--- src/rtl/gpsdo_pkg.sv ---
// gpsdo_pkg: loop state encoding, default loop constants and the duty clamp helper
package gpsdo_pkg;
  typedef enum logic [2:0] {S_ACQ, S_MEAS, S_CALC, S_WAIT, S_HOLD} state_t;
  localparam int unsigned CNT_W = 24;
  localparam int unsigned NOMINAL_D = 10_000_000;
  localparam int unsigned TOL_D = 1_000;
  localparam int unsigned MEAS_TIMEOUT_D = 2_000_000;
  localparam logic [23:0] PHASE_SET_D = 24'd0;
  localparam int unsigned KP_SHIFT_D = 8;
  localparam int unsigned DUTY_INIT_D = 35000;
  localparam int unsigned DUTY_MIN_D = 1000;
  localparam int unsigned DUTY_MAX_D = 64000;
  localparam int unsigned LOCK_THRESH_D = 100;
  localparam int unsigned LOCK_COUNT_D = 8;
  function automatic logic [15:0] clamp_duty(input logic signed [25:0] d, input logic [15:0] lo, input logic [15:0] hi);
    return (d < $signed({10'd0, lo})) ? lo : (d > $signed({10'd0, hi})) ? hi : d[15:0];
  endfunction
endpackage

--- src/rtl/pps_period_monitor.sv ---
// pps_period_monitor: syncs PPS_In, measures edge spacing, flags pps_ok/pps_bad per edge and pps_lost as a level; clr_seen forgets the previous edge
module pps_period_monitor
  import gpsdo_pkg::*;
#(
  parameter int unsigned NOMINAL = NOMINAL_D,
  parameter int unsigned TOL = TOL_D
) (
  input  logic CLK_SYS,
  input  logic CLK_RST,
  input  logic PPS_In,
  input  logic clr_seen,
  output logic pps_ok,
  output logic pps_bad,
  output logic pps_lost
);
  localparam logic [CNT_W-1:0] LO = CNT_W'(NOMINAL - TOL);
  localparam logic [CNT_W-1:0] HI = CNT_W'(NOMINAL + TOL);
  logic [2:0] sync;
  logic [CNT_W-1:0] count;
  logic first_seen;
  logic pps_edge;
  always_comb begin
    pps_edge = sync[1] & ~sync[2];
    pps_ok = pps_edge && first_seen && count >= LO && count <= HI;
    pps_bad = pps_edge && first_seen && !pps_ok;
    pps_lost = count > HI;
  end
  always_ff @(posedge CLK_SYS or negedge CLK_RST)
    if (!CLK_RST) begin
      sync <= '0;
      count <= '0;
      first_seen <= 1'b0;
    end else begin
      sync <= {sync[1:0], PPS_In};
      count <= pps_edge ? CNT_W'(1) : count + CNT_W'(!(&count));
      first_seen <= !clr_seen && (first_seen || pps_edge);
    end
endmodule

--- src/rtl/gpsdo_loop_ctrl.sv ---
// gpsdo_loop_ctrl: per-PPS discipline sequencer; CLK_SYS/CLK_RST(async low), PPS_In, Measure_Start/Phase/Done handshake, PWM_Duty, Led_Lock, Holdover
module gpsdo_loop_ctrl
  import gpsdo_pkg::*;
#(
  parameter int unsigned NOMINAL = NOMINAL_D,
  parameter int unsigned TOL = TOL_D,
  parameter int unsigned MEAS_TIMEOUT = MEAS_TIMEOUT_D,
  parameter logic [23:0] PHASE_SET = PHASE_SET_D,
  parameter int unsigned KP_SHIFT = KP_SHIFT_D,
  parameter int unsigned DUTY_INIT = DUTY_INIT_D,
  parameter int unsigned DUTY_MIN = DUTY_MIN_D,
  parameter int unsigned DUTY_MAX = DUTY_MAX_D,
  parameter int unsigned LOCK_THRESH = LOCK_THRESH_D,
  parameter int unsigned LOCK_COUNT = LOCK_COUNT_D
) (
  input  logic        CLK_SYS,
  input  logic        CLK_RST,
  input  logic        PPS_In,
  input  logic [23:0] Measure_Phase,
  input  logic        Measure_Done,
  output logic        Measure_Start,
  output logic [15:0] PWM_Duty,
  output logic        Led_Lock,
  output logic        Holdover
);
  localparam logic [CNT_W-1:0] TMO = CNT_W'(MEAS_TIMEOUT);
  localparam logic [7:0] LC = 8'(LOCK_COUNT);
  localparam logic signed [24:0] LT = 25'(LOCK_THRESH);
  localparam logic [15:0] D_INIT = 16'(DUTY_INIT);
  localparam logic [15:0] D_MIN = 16'(DUTY_MIN);
  localparam logic [15:0] D_MAX = 16'(DUTY_MAX);
  state_t state, state_n;
  logic [CNT_W-1:0] tcnt, tcnt_n;
  logic [23:0] phase_q, phase_n;
  logic [7:0] streak, streak_n, streak_c;
  logic [15:0] duty_n;
  logic start_n, lock_n, hold_n;
  logic pps_ok, pps_bad, pps_lost, clr_seen;
  logic signed [24:0] err, step;
  logic signed [25:0] d;
  logic in_lock;
  pps_period_monitor #(.NOMINAL(NOMINAL), .TOL(TOL)) u_mon (
    .CLK_SYS(CLK_SYS),
    .CLK_RST(CLK_RST),
    .PPS_In(PPS_In),
    .clr_seen(clr_seen),
    .pps_ok(pps_ok),
    .pps_bad(pps_bad),
    .pps_lost(pps_lost)
  );
  always_comb begin
    err = $signed({1'b0, phase_q}) - $signed({1'b0, PHASE_SET});
    step = err >>> KP_SHIFT;
    d = $signed({10'd0, PWM_Duty}) - $signed({step[24], step});
    in_lock = err <= LT && err >= -LT;
    streak_c = in_lock ? ((streak == LC) ? LC : streak + 8'd1) : 8'd0;
  end
  always_comb begin
    state_n = state;
    tcnt_n = '0;
    phase_n = phase_q;
    streak_n = streak;
    duty_n = PWM_Duty;
    lock_n = Led_Lock;
    hold_n = Holdover;
    unique case (state)
      S_ACQ: state_n = pps_ok ? S_MEAS : S_ACQ;
      S_MEAS: begin
        tcnt_n = tcnt + CNT_W'(1);
        if (Measure_Done) begin
          phase_n = Measure_Phase;
          state_n = S_CALC;
        end else if (tcnt > TMO) begin
          state_n = S_WAIT;
          streak_n = '0;
          lock_n = 1'b0;
        end
      end
      S_CALC: begin
        duty_n = clamp_duty(d, D_MIN, D_MAX);
        streak_n = streak_c;
        lock_n = streak_c == LC;
        state_n = S_WAIT;
      end
      S_WAIT: begin
        if (pps_ok) state_n = S_MEAS;
        else if (pps_bad) begin
          streak_n = '0;
          lock_n = 1'b0;
        end else if (pps_lost) begin
          state_n = S_HOLD;
          streak_n = '0;
          lock_n = 1'b0;
          hold_n = 1'b1;
        end
      end
      S_HOLD: begin
        streak_n = '0;
        lock_n = 1'b0;
        if (pps_ok) begin
          state_n = S_MEAS;
          hold_n = 1'b0;
        end
      end
      default: state_n = S_ACQ;
    endcase
    start_n = state_n == S_MEAS && state != S_MEAS;
    // Holdover entry forgets the last edge so recovery needs two good-spaced edges
    clr_seen = state_n == S_HOLD && state != S_HOLD;
  end
  always_ff @(posedge CLK_SYS or negedge CLK_RST)
    if (!CLK_RST) begin
      state <= S_ACQ;
      tcnt <= '0;
      phase_q <= '0;
      streak <= '0;
      Measure_Start <= 1'b0;
      PWM_Duty <= D_INIT;
      Led_Lock <= 1'b0;
      Holdover <= 1'b0;
    end else begin
      state <= state_n;
      tcnt <= tcnt_n;
      phase_q <= phase_n;
      streak <= streak_n;
      Measure_Start <= start_n;
      PWM_Duty <= duty_n;
      Led_Lock <= lock_n;
      Holdover <= hold_n;
    end
endmodule

--- config.mk ---
export PLATFORM = sky130hd
export DESIGN_NAME = gpsdo_loop_ctrl
export DESIGN_NICKNAME = d
export VERILOG_FILES = /design/src/rtl/gpsdo_pkg.sv /design/src/rtl/pps_period_monitor.sv /design/src/rtl/gpsdo_loop_ctrl.sv
export SDC_FILE = /design/constraint.sdc
export NUM_CORES = 1
export LEC_CHECK = 0
export ABC_AREA = 1
export CAP_MARGIN = 20
export CORE_MARGIN = 3
export CORE_UTILIZATION = 50
export DETAILED_ROUTE_END_ITERATION = 6
export PLACE_DENSITY = 0.7
export REMOVE_ABC_BUFFERS = 1
export SLEW_MARGIN = 20
export SYNTH_ARGS = -nofsm -noshare
export SYNTH_HDL_FRONTEND = slang
export SYNTH_SLANG_ARGS = --single-unit
export TNS_END_PERCENT = 20
--- constraint.sdc ---
create_clock -name CLK_SYS -period 5.3 [get_ports CLK_SYS]
set_input_delay 1.06 -clock CLK_SYS [delete_from_list [all_inputs] [get_ports CLK_SYS]]
set_output_delay 1.06 -clock CLK_SYS [all_outputs]
set_load 0.005 [all_outputs]
==> qor.yml <==
crit_chain: "inv_1 > nor3_1 > nand4_1 > nor4_1 > nand4_1 > ha_1 > ha_1 > nand2_1 > inv_1 > nand2_1 > nor2_1 > nand2_1 > nor2_2 > nand2_1 > nor3_2 > and3_1 > nor3_1"
synth_seq_area_share_pct: 40.1
h-tree-depth: 3
relSlewSlack_pct: 43.8
layout_min_cycle_time_ps: 2830
syn2layout_area_growth_pct: 14.6
critPathMaxStageDelay_ps: 440
yosysTopAreaCell: "dfrtp_1"
cts.sinks: 106
cp.required_ps: 5560
die_area_sq_um: 14700
hp-class: "flip-flop to flip-flop"
initial_utilization_pct: 52.0
worstPathArrival_ps: 3090
ant_nets: 0
worstSetupStartpointType: "flip-flop"
core_sq_um: 12800
utilization_pct: 59.5
synthTopCellsByCount: "nand2_1, inv_1, nor2_1, dfrtp_1, a21oi_1"
stdcell_area_sq_um: 7610
port_buffers: 46
wl_mm: 15.2
rsz0062_at_grt: "no"
synth_area_sq_um: 6640
via_per_inst: 5.20
internal_power_mw: 1.32
path_clk_slew_ps: 70
placed_area_sq_um: 7270
max_freq_mhz: 353
leakage_nw: 3.66
cts-root-buf: "clkbuf_16"
dieHeight_microns: 121
n_antenna_cell: 0
nNetsFinal: 1017
crit_top_cell: "nand2_1"
cp.buffers_inverters: 2
drt-pass1-iter-count: 5
synth.distinct_cells: 46
path_class: "flip-flop to flip-flop"
finalHoldViolCount: 0
power.density_nw_per_um2: 219
cts_tree: "yes"
fin_tns_setup_ps: 0
crit_family: "simple AND/OR/NAND/NOR gates"
avgSynthCellArea_sq_um: 7.23
p_total_mw: 1.67
cp-end-kind: "flip-flop"
ys.warnings.count: 0
n_fill_cell: 1229
drv_cap: 0
vias: 5946
p_comb_share_pct: 4.3
finalSetupViolCount: 0
skew_ps: 9.21
grt_max_degree: 70
clk_path_buf_depth: 2
ir_worst_vdd_v: 0.000197
cpMaxStageDelayCell: "dfrtp_1"
fin_cells: 1143
grt_pass1_wl_mm: 25.8
drtIter0Drc: 462
grt_overflow_total: 0
ys_ff_latch: 106
synthCells: 918
tightest_slew_ps: 844
num_io_pins: 47
gr-usage-all-layers_pct: 21.7
hpwl_mm: 11.5
finalCritPeriodShare_pct: 53.4
clock_latency_ps: 350
layout-drive-gt1-share_pct: 7.93
place_inst: 1127
grt_pass1_vias: 5445
cts_hold_buf: 0
synth.area.top_cells: "dfrtp_1, nand2_1, inv_1, nor2_1, a21oi_1"
drc: 0
cp_max_fo: 7
synth_edf_count: 0
yosysMostFrequentCell: "nand2_1"
post-place-ws_ps: 2320
synth_top_area_share_pct: 37.7
synth-main-ff-cell: "dfrtp_1"
clkPwrFrac_pct: 45.4
cts_setup_buffers: 0
setup_ws_ps: 2470
switching_share_pct: 21.1
antenna_found_initial: 0
die_w_microns: 121
numCtsBuffers: 9
async_flop_share_pct: 100
pwr-share-seq_pct: 50.3
wl_per_cell_microns: 13.3
whs_ps: 362
place.gp.congestion: 0.921
cts_resized: 0
fp-row-count: 41
run_status: "finished, final reports clean"
slew_viol_final: 0
p_switching_uw: 351
## placed cells by master, fill, tap and decap left out, types with 2 or more instances in the layout
cell type,count
nor4_1,10
nand4_1,22
o21ai_0,25
nor3_1,23
bufinv_16,3
ha_1,22
a21oi_1,66
and2_1,4
nor2_1,115
a211oi_1,2
nand2_2,13
nand3_2,3
nand3_1,61
xor2_1,6
nor3_2,4
nor3b_1,3
or2_2,3
nand3b_1,4
clkbuf_1,2
dfstp_2,6
o21ai_1,4
nand2_1,224
buf_4,4
clkbuf_16,9
nor2_4,2
o41ai_1,2
nand4_2,2
mux2_2,9
nor2_2,5
nor4_2,2
and3_1,3
dfrtp_1,100
o21ai_2,6
nand2_4,2
clkdlybuf4s50_1,45
inv_1,141
a31oi_1,3
## sequential cells by signal, summed over array words and instances (netlist names)
name	flops
u_mon.count	24
Measure_Start	1
Holdover	1
streak	8
tcnt	24
PWM_Duty	16
state	3
phase_q	24
Led_Lock	1
u_mon.sync	3
u_mon.first_seen	1
## cell type report
type	instances	area (sq um)	share of cell area, %
sequential	106	2660	35.0
clock inverter	5	103	1.35
multi-input combinational	659	3390	44.5
tap	172	215	2.83
timing repair buffer	49	480	6.32
clock buffer	11	233	3.06
inverter	141	529	6.96
## metal layers
metal	up-vias	track usage [%]	wire [microns]
met2	106	32.9	6620
met5	-	0	0
li1	3072	-	-
met1	2759	32.4	7770
met4	0	4.55	133
met3	9	4.52	658
## final timing paths
| kind | slack [ps] | depth (start not counted) | end | startpoint |
|---|---|---|---|---|
| max | 2470 | 17 | u_mon.count[20] | u_mon.count[16] |
| min reg2reg | 360 | 0 | u_mon.sync[1] | u_mon.sync[0] |
| min in group asynchronous | 820 | 1 | u_mon.count[12] | CLK_RST |
| min | 360 | 0 | u_mon.sync[1] | u_mon.sync[0] |
| max in group asynchronous | 3460 | 2 | PWM_Duty[15] | CLK_RST |
| max reg2reg | 2470 | 17 | u_mon.count[20] | u_mon.count[16] |
## cells by family (layout without fill, tap and decap cells)
family | count (synthesis) | count (layout) | synth area share (%)
buffers and inverters | 153 | 206 | 8.90
DFF | 106 | 106 | 40.1
and+or+nand+nor | 506 | 506 | 34.6
AOI/OAI and AO/OA | 114 | 114 | 9.54
muxes | 9 | 9 | 1.53
xor gates and xnor gates | 7 | 7 | 0.924
adders and majority gates | 23 | 23 | 4.45
## power by group through the flow
stage | Combinational, mW | Clock, mW | Sequential (mW)
2_1_floorplan | 0.0297 | 0 | 0.850
3_3_place_gp | 0.0731 | 0 | 0.854
3_5_place_dp | 0.0743 | 0 | 0.853
4_1_cts | 0.0741 | 0.779 | 0.839
5_1_grt | 0.0838 | 0.814 | 0.841
6_report | 0.0721 | 0.756 | 0.839
No activity file was read; power rests on OpenSTA's default activity.
==> RTL change 1, RTL diff (config.mk and constraints unchanged) <==
Reset style: synchronous (`CLK_RST`), changed in 2 clocked blocks. Comments in the files are not updated.
--- a/src/rtl/pps_period_monitor.sv
+++ b/src/rtl/pps_period_monitor.sv
@@ -27,3 +27,3 @@
   end
-  always_ff @(posedge CLK_SYS or negedge CLK_RST)
+  always_ff @(posedge CLK_SYS)
     if (!CLK_RST) begin
--- a/src/rtl/gpsdo_loop_ctrl.sv
+++ b/src/rtl/gpsdo_loop_ctrl.sv
@@ -110,3 +110,3 @@
   end
-  always_ff @(posedge CLK_SYS or negedge CLK_RST)
+  always_ff @(posedge CLK_SYS)
     if (!CLK_RST) begin
Behaviour: no difference found for any inputs over 10 cycles, from zero or initial values and one cycle with CLK_RST low; that may be too few to reach the edited logic, so the function may still have changed.
==> RTL change 1 against the original RTL <==
Combinational power shrank 37%. Count of clock-buffer cells in the layout shrank 2. Critical path depth shrank 10. Total power shrank 11%. Sequential cell count is the same. Highest routed layer unchanged. Routed wire length grew 1.3%. Maximum frequency shrank 11%. Largest power group unchanged. Area after synthesis shrank 3.3%. Utilization grew 0.087 points. Worst setup slack lost 0.35 ns. Critical path type is now input port to flip-flop. Cell area shrank 3.9%.
==> RTL change 1: results <==
metrics = {
    "run_status": {
        "status": "complete, no violations",
    },
    "yosys": {
        "ys.flop_type": "dfxtp_1",
        "synth_compound_area_frac": 0.121,
        "synth_xor_area_frac": 0.0177,
        "seq_area_frac_synth": 0.331,
        "synthTopCellsByArea": "dfxtp_1 33%, nand2_1 14%, inv_1 8.9%",
        "yosys-top-cells-count": "247 x nand2_1, 152 x inv_1, 118 x nor2_1, 106 x dfxtp_1, 78 x a21oi_1",
        "synthArstFlopShare": 0,
        "yosysUniqueCellTypes": 46,
        "yosysWarnings": 0,
        "synth-adder-area-share": 0.0460,
        "synthMuxAreaShare": 0,
    },
    "clock_network": {
        "clock_latency_ns": 0.36,
        "cts_resized": 0,
        "clk_pin_slew_worst_paths_ns": 0.07,
        "post-cts-setup-buffers": 0,
        "cts_max_level": 3,
        "max-clock-path-buffers": 2,
        "clockRootBuffer": "clkbuf_16",
        "cts_made_buffers": 9,
    },
    "cells_and_area": {
        "n_antenna_cell": 0,
        "drive_above_1_share": 0.0631,
        "nNetsFinal": 1093,
        "largestRegisters": "phase_q (24), tcnt (24), u_mon.count (24)",
    },
    "global_route": {
        "grt_antenna_before_repair": 0,
        "grt_max_degree": 35,
        "grt_pass1_vias": 5476,
        "grt_pass1_wl_um": 25900,
        "grtUsageTotal": 0.221,
    },
    "routing": {
        "vias_per_cell": 5.04,
        "drt_wl_total_um": 15400,
        "drtIter0Drc": 525,
        "drt_pass1_iterations": 5,
    },
    "setup_path": {
        "rr_endpoint": "PWM_Duty[10]$_SDFFE_PN0P_",
        "crit_fanout": 34,
        "endpoint": "tcnt[9]$_SDFF_PN0_",
        "rr_worst_depth": 17,
        "cp.arrival_ns": 3.49,
        "r2r_slack_ns": 2.51,
        "crit_start": "CLK_RST",
        "reg2reg_from": "phase_q[8]$_SDFFE_PN0P_",
    },
    "min_path": {
        "hp-class": "flip-flop to flip-flop",
        "hold-path-cell-count": 2,
        "worstHoldStart": "u_mon.sync[0]$_SDFF_PN0_",
    },
    "placement": {
        "portBuffers": 46,
        "hpwl_um": 11700,
        "place.gp.congestion": 0.959,
    },
    "timing": {
        "fin_skew_ns": 0.00828,
        "hold_viol_final": 0,
        "slew_violations": 0,
        "tightest_slew_ns": 0.675,
    },
    "power_and_ir_drop": {
        "leakage_nw": 3.07,
        "ir_worst_vdd_v": 0.000198,
        "p_int_mw": 1.15,
    },
}
## RTL change 1: cell types whose count changed after synthesis, moves of 11 or more
cell / before / now
dfxtp_1: 0 / 106
dfrtp_1: 100 / 0
o21ai_0: 25 / 53
a21oi_1: 66 / 78
inv_1: 141 / 152
nand2_1: 224 / 247
## RTL change 1: power groups by stage
| stage | clock [mW] | sequential (mW) | combinational, mW |
|---|---|---|---|
| 6_report | 0.638 | 0.801 | 0.0456 |
| 4_1_cts | 0.657 | 0.801 | 0.0459 |
| 5_1_grt | 0.691 | 0.801 | 0.0509 |
| 3_5_place_dp | 0 | 0.820 | 0.0457 |
| 3_3_place_gp | 0 | 0.820 | 0.0453 |
| 2_1_floorplan | 0 | 0.819 | 0.0167 |
## RTL change 1: worst min-delay path by stage
stage	end	slack [ns]
after floorplan	u_mon.sync[1]$_SDFF_PN0_	0.39
after global placement	u_mon.sync[1]$_SDFF_PN0_	0.39
after detailed placement	u_mon.sync[1]$_SDFF_PN0_	0.40
after CTS	u_mon.sync[1]$_SDFF_PN0_	0.42
after global routing	u_mon.sync[1]$_SDFF_PN0_	0.46
final	u_mon.sync[1]$_SDFF_PN0_	0.41
## RTL change 1: worst max-delay path, cell delays in order
cell and delay [ns]:
clkdlybuf4s50_1 0.45, buf_4 0.29, inv_2 0.30, nor2_1 0.55
inv_1 0.42, nor3_1 0.27, o21a_1 0.14
## RTL change 1: logic make-up after synthesis
family	count (synthesis)
compound gates	148
flops	106
xor+xnor	13
fa+ha+maj	23
simple gates	535
buf+inv	175
## RTL change 1: per-layer routing
| layer | vias up | track usage | part of all wire |
|---|---|---|---|
| met3 | 20 | 0.0565 | 0.055 |
| met1 | 2669 | 0.306 | 0.49 |
| li1 | 3294 | - | - |
| met2 | 141 | 0.343 | 0.44 |
| met5 | - | 0 | 0 |
| met4 | 0 | 0.0558 | 0.017 |
## RTL change 1: layout make-up
type                            count  area, sq um
Clock buffer                        9          225
Clock inverter                      6         48.8
Fill cell                        1213         4950
Inverter                          157          589
Multi-Input combinational cell    719         3630
Sequential cell                   106         2120
Tap cell                          168          210
Timing Repair Buffer               49          483
## RTL change 1: per-stage QoR
| step | setup WS (ns) | instances | power, mW | cell area (sq um) |
|---|---|---|---|---|
| 3_5_place_dp | 1.70 | 1199 | 0.865 | 7040 |
| 3_3_place_gp | 1.75 | 1199 | 0.865 | 7040 |
| 6_report | 2.12 | 1214 | 1.48 | 7310 |
| 2_1_floorplan | 3.06 | 982 | 0.836 | 6340 |
| 4_1_cts | 2.08 | 1214 | 1.50 | 7310 |
| 5_1_grt | 1.87 | 1214 | 1.54 | 7310 |
==> RTL change 2, RTL diff (config.mk and constraints unchanged) <==
Made on the original files. `CNT_W`: 24 -> 20.
--- a/src/rtl/gpsdo_pkg.sv
+++ b/src/rtl/gpsdo_pkg.sv
@@ -3,3 +3,3 @@
   typedef enum logic [2:0] {S_ACQ, S_MEAS, S_CALC, S_WAIT, S_HOLD} state_t;
-  localparam int unsigned CNT_W = 24;
+  localparam int unsigned CNT_W = 20;
   localparam int unsigned NOMINAL_D = 10_000_000;
Formal check against the unedited RTL: no difference found for any inputs over 10 cycles, from zero or initial values and one cycle with CLK_RST low; that may be too few to reach the edited logic, so the function may still have changed.
==> RTL change 2 against the original RTL <==
Cell area decreased by 9.5%. Total power decreased by 5.1%. Routed wire length decreased by 6.5%. Utilization decreased by 0.052 points. Register-to-register slack improved by 0.14 ns. Worst hold slack got worse by 0.0073 ns. Combinational power increased by 97%. Sequential power decreased by 5.0%. Sequential cell count decreased by 8. Area after synthesis decreased by 9.8%. Via count decreased by 7.2%. Worst setup slack improved by 0.099 ns. Critical path type is now input port to flip-flop. Critical endpoint is now Led_Lock$_DFFE_PN0P_. Largest cell class unchanged.
==> RTL change 2: results <==
metrics = {
    "min_path": {
        "hp-class": "flip-flop to flip-flop",
        "worstHoldStart": "u_mon.sync[0]$_DFF_PN0_",
        "hold-path-cell-count": 0,
    },
    "setup_path": {
        "crit_start": "Measure_Done",
        "rr_endpoint": "PWM_Duty[8]$_DFFE_PN0P_",
        "reg2reg_from": "PWM_Duty[0]$_DFFE_PN0P_",
        "endpoint": "Led_Lock$_DFFE_PN0P_",
        "rr_worst_depth": 16,
        "cp.arrival_ns": 3.01,
        "crit_fanout": 42,
    },
    "cells_and_area": {
        "nNetsFinal": 933,
        "largestRegisters": "phase_q (24), tcnt (20), u_mon.count (20)",
        "fin_area_sq_um": 6880,
        "fillers": 1106,
        "n_antenna_cell": 0,
        "drive_above_1_share": 0.0631,
    },
    "placement": {
        "hpwl_um": 10600,
        "portBuffers": 46,
        "dpl_cell_area_sq_um": 6600,
        "placedCellCount": 1014,
        "place_ws_ns": 2.22,
        "place.gp.congestion": 0.935,
    },
    "yosys": {
        "ys.flop_type": "dfrtp_1",
        "seq_area_frac_synth": 0.411,
        "synthTopCellsByArea": "dfrtp_1 38%, nand2_1 15%, inv_1 8.2%",
        "syn_inst": 832,
        "yosysWarnings": 0,
        "synthArstFlopShare": 1.00,
        "yosys-top-cells-count": "239 x nand2_1, 130 x inv_1, 92 x dfrtp_1, 77 x nor2_1, 47 x o21ai_0",
        "yosysUniqueCellTypes": 47,
    },
    "global_route": {
        "grt_max_degree": 59,
        "grt_pass1_vias": 5242,
        "grt_pass1_wl_um": 24000,
        "grt_antenna_before_repair": 0,
        "grtUsageTotal": 0.224,
    },
    "clock_network": {
        "clockRootBuffer": "clkbuf_16",
        "cts_max_level": 3,
        "post-cts-setup-buffers": 0,
        "clock_latency_ns": 0.35,
        "cts_made_buffers": 9,
        "cts_resized": 0,
        "clk_pin_slew_worst_paths_ns": 0.06,
        "max-clock-path-buffers": 2,
    },
    "routing": {
        "drt_wl_total_um": 14200,
        "dr_total_vias": 5516,
        "drt_pass1_iterations": 5,
        "drtIter0Drc": 340,
        "wl_per_cell_um": 13.8,
    },
    "power_and_ir_drop": {
        "p_sw_frac": 0.244,
        "ir_worst_vdd_v": 0.000138,
        "leakage_nw": 3.33,
    },
    "run_status": {
        "status": "complete, no violations",
    },
    "timing": {
        "tightest_slew_ns": 0.844,
        "setup_slack_ns": 2.57,
        "fin_skew_ns": 0.00830,
    },
}
RTL change 2: worst min path at each step:
stage | slack [ns] | to
6_report | 0.35 | u_mon.sync[1]$_DFF_PN0_
5_1_grt | 0.37 | u_mon.sync[1]$_DFF_PN0_
4_1_cts | 0.36 | u_mon.sync[1]$_DFF_PN0_
3_5_place_dp | 0.34 | u_mon.sync[1]$_DFF_PN0_
3_3_place_gp | 0.34 | u_mon.sync[1]$_DFF_PN0_
2_1_floorplan | 0.33 | u_mon.sync[1]$_DFF_PN0_
RTL change 2: critical path, cell delays in order:
cell	delay (ns)
clkdlybuf4s50_1	0.45
inv_1	0.08
nor2_4	0.67
inv_2	0.19
o31ai_1	0.12
a21oi_1	0.08
o21ai_2	0.18
nand2_1	0.09
nand2_1	0.08
RTL change 2: cells by family after synthesis:
group,Yosys count,synth area share
AOI/OAI and AO/OA,112,0.103
xor gates and xnor gates,11,0.0161
adders and majority gates,23,0.0493
buffers and inverters,146,0.0935
DFF,98,0.411
and+or+nand+nor,442,0.327
RTL change 2: power by group through the flow:
stage	clock network, mW	logic [mW]	registers [mW]
5_1_grt	0.689	0.162	0.800
3_5_place_dp	0	0.143	0.811
6_report	0.642	0.142	0.797
4_1_cts	0.660	0.144	0.797
2_1_floorplan	0	0.0852	0.805
3_3_place_gp	0	0.139	0.809
RTL change 2: layout make-up:
| cell class | count | share of cell area |
|---|---|---|
| Sequential cell | 98 | 0.358 |
| Inverter | 136 | 0.0746 |
| Clock inverter | 3 | 0.00618 |
| Clock buffer | 13 | 0.0349 |
| Tap cell | 143 | 0.0260 |
| Timing Repair Buffer | 49 | 0.0698 |
| Multi-Input combinational cell | 588 | 0.431 |
RTL change 2: stage by stage:
| stage | hold slack (ns) | total power, mW |
|---|---|---|
| after detailed placement | 0.344 | 0.953 |
| final | 0.355 | 1.58 |
| after CTS | 0.359 | 1.60 |
| after floorplan | 0.331 | 0.890 |
| after global routing | 0.371 | 1.65 |
| after global placement | 0.341 | 0.949 |
RTL change 2: routing by layer:
| layer | vias up | global-route usage | part of all wire | wire length, um |
|---|---|---|---|---|
| li1 | 2783 | - | - | - |
| met1 | 2603 | 0.316 | 0.49 | 6880 |
| met2 | 114 | 0.359 | 0.46 | 6520 |
| met3 | 16 | 0.0300 | 0.040 | 572 |
| met4 | 0 | 0.0720 | 0.015 | 209 |
| met5 | - | 0 | 0 | 0 |
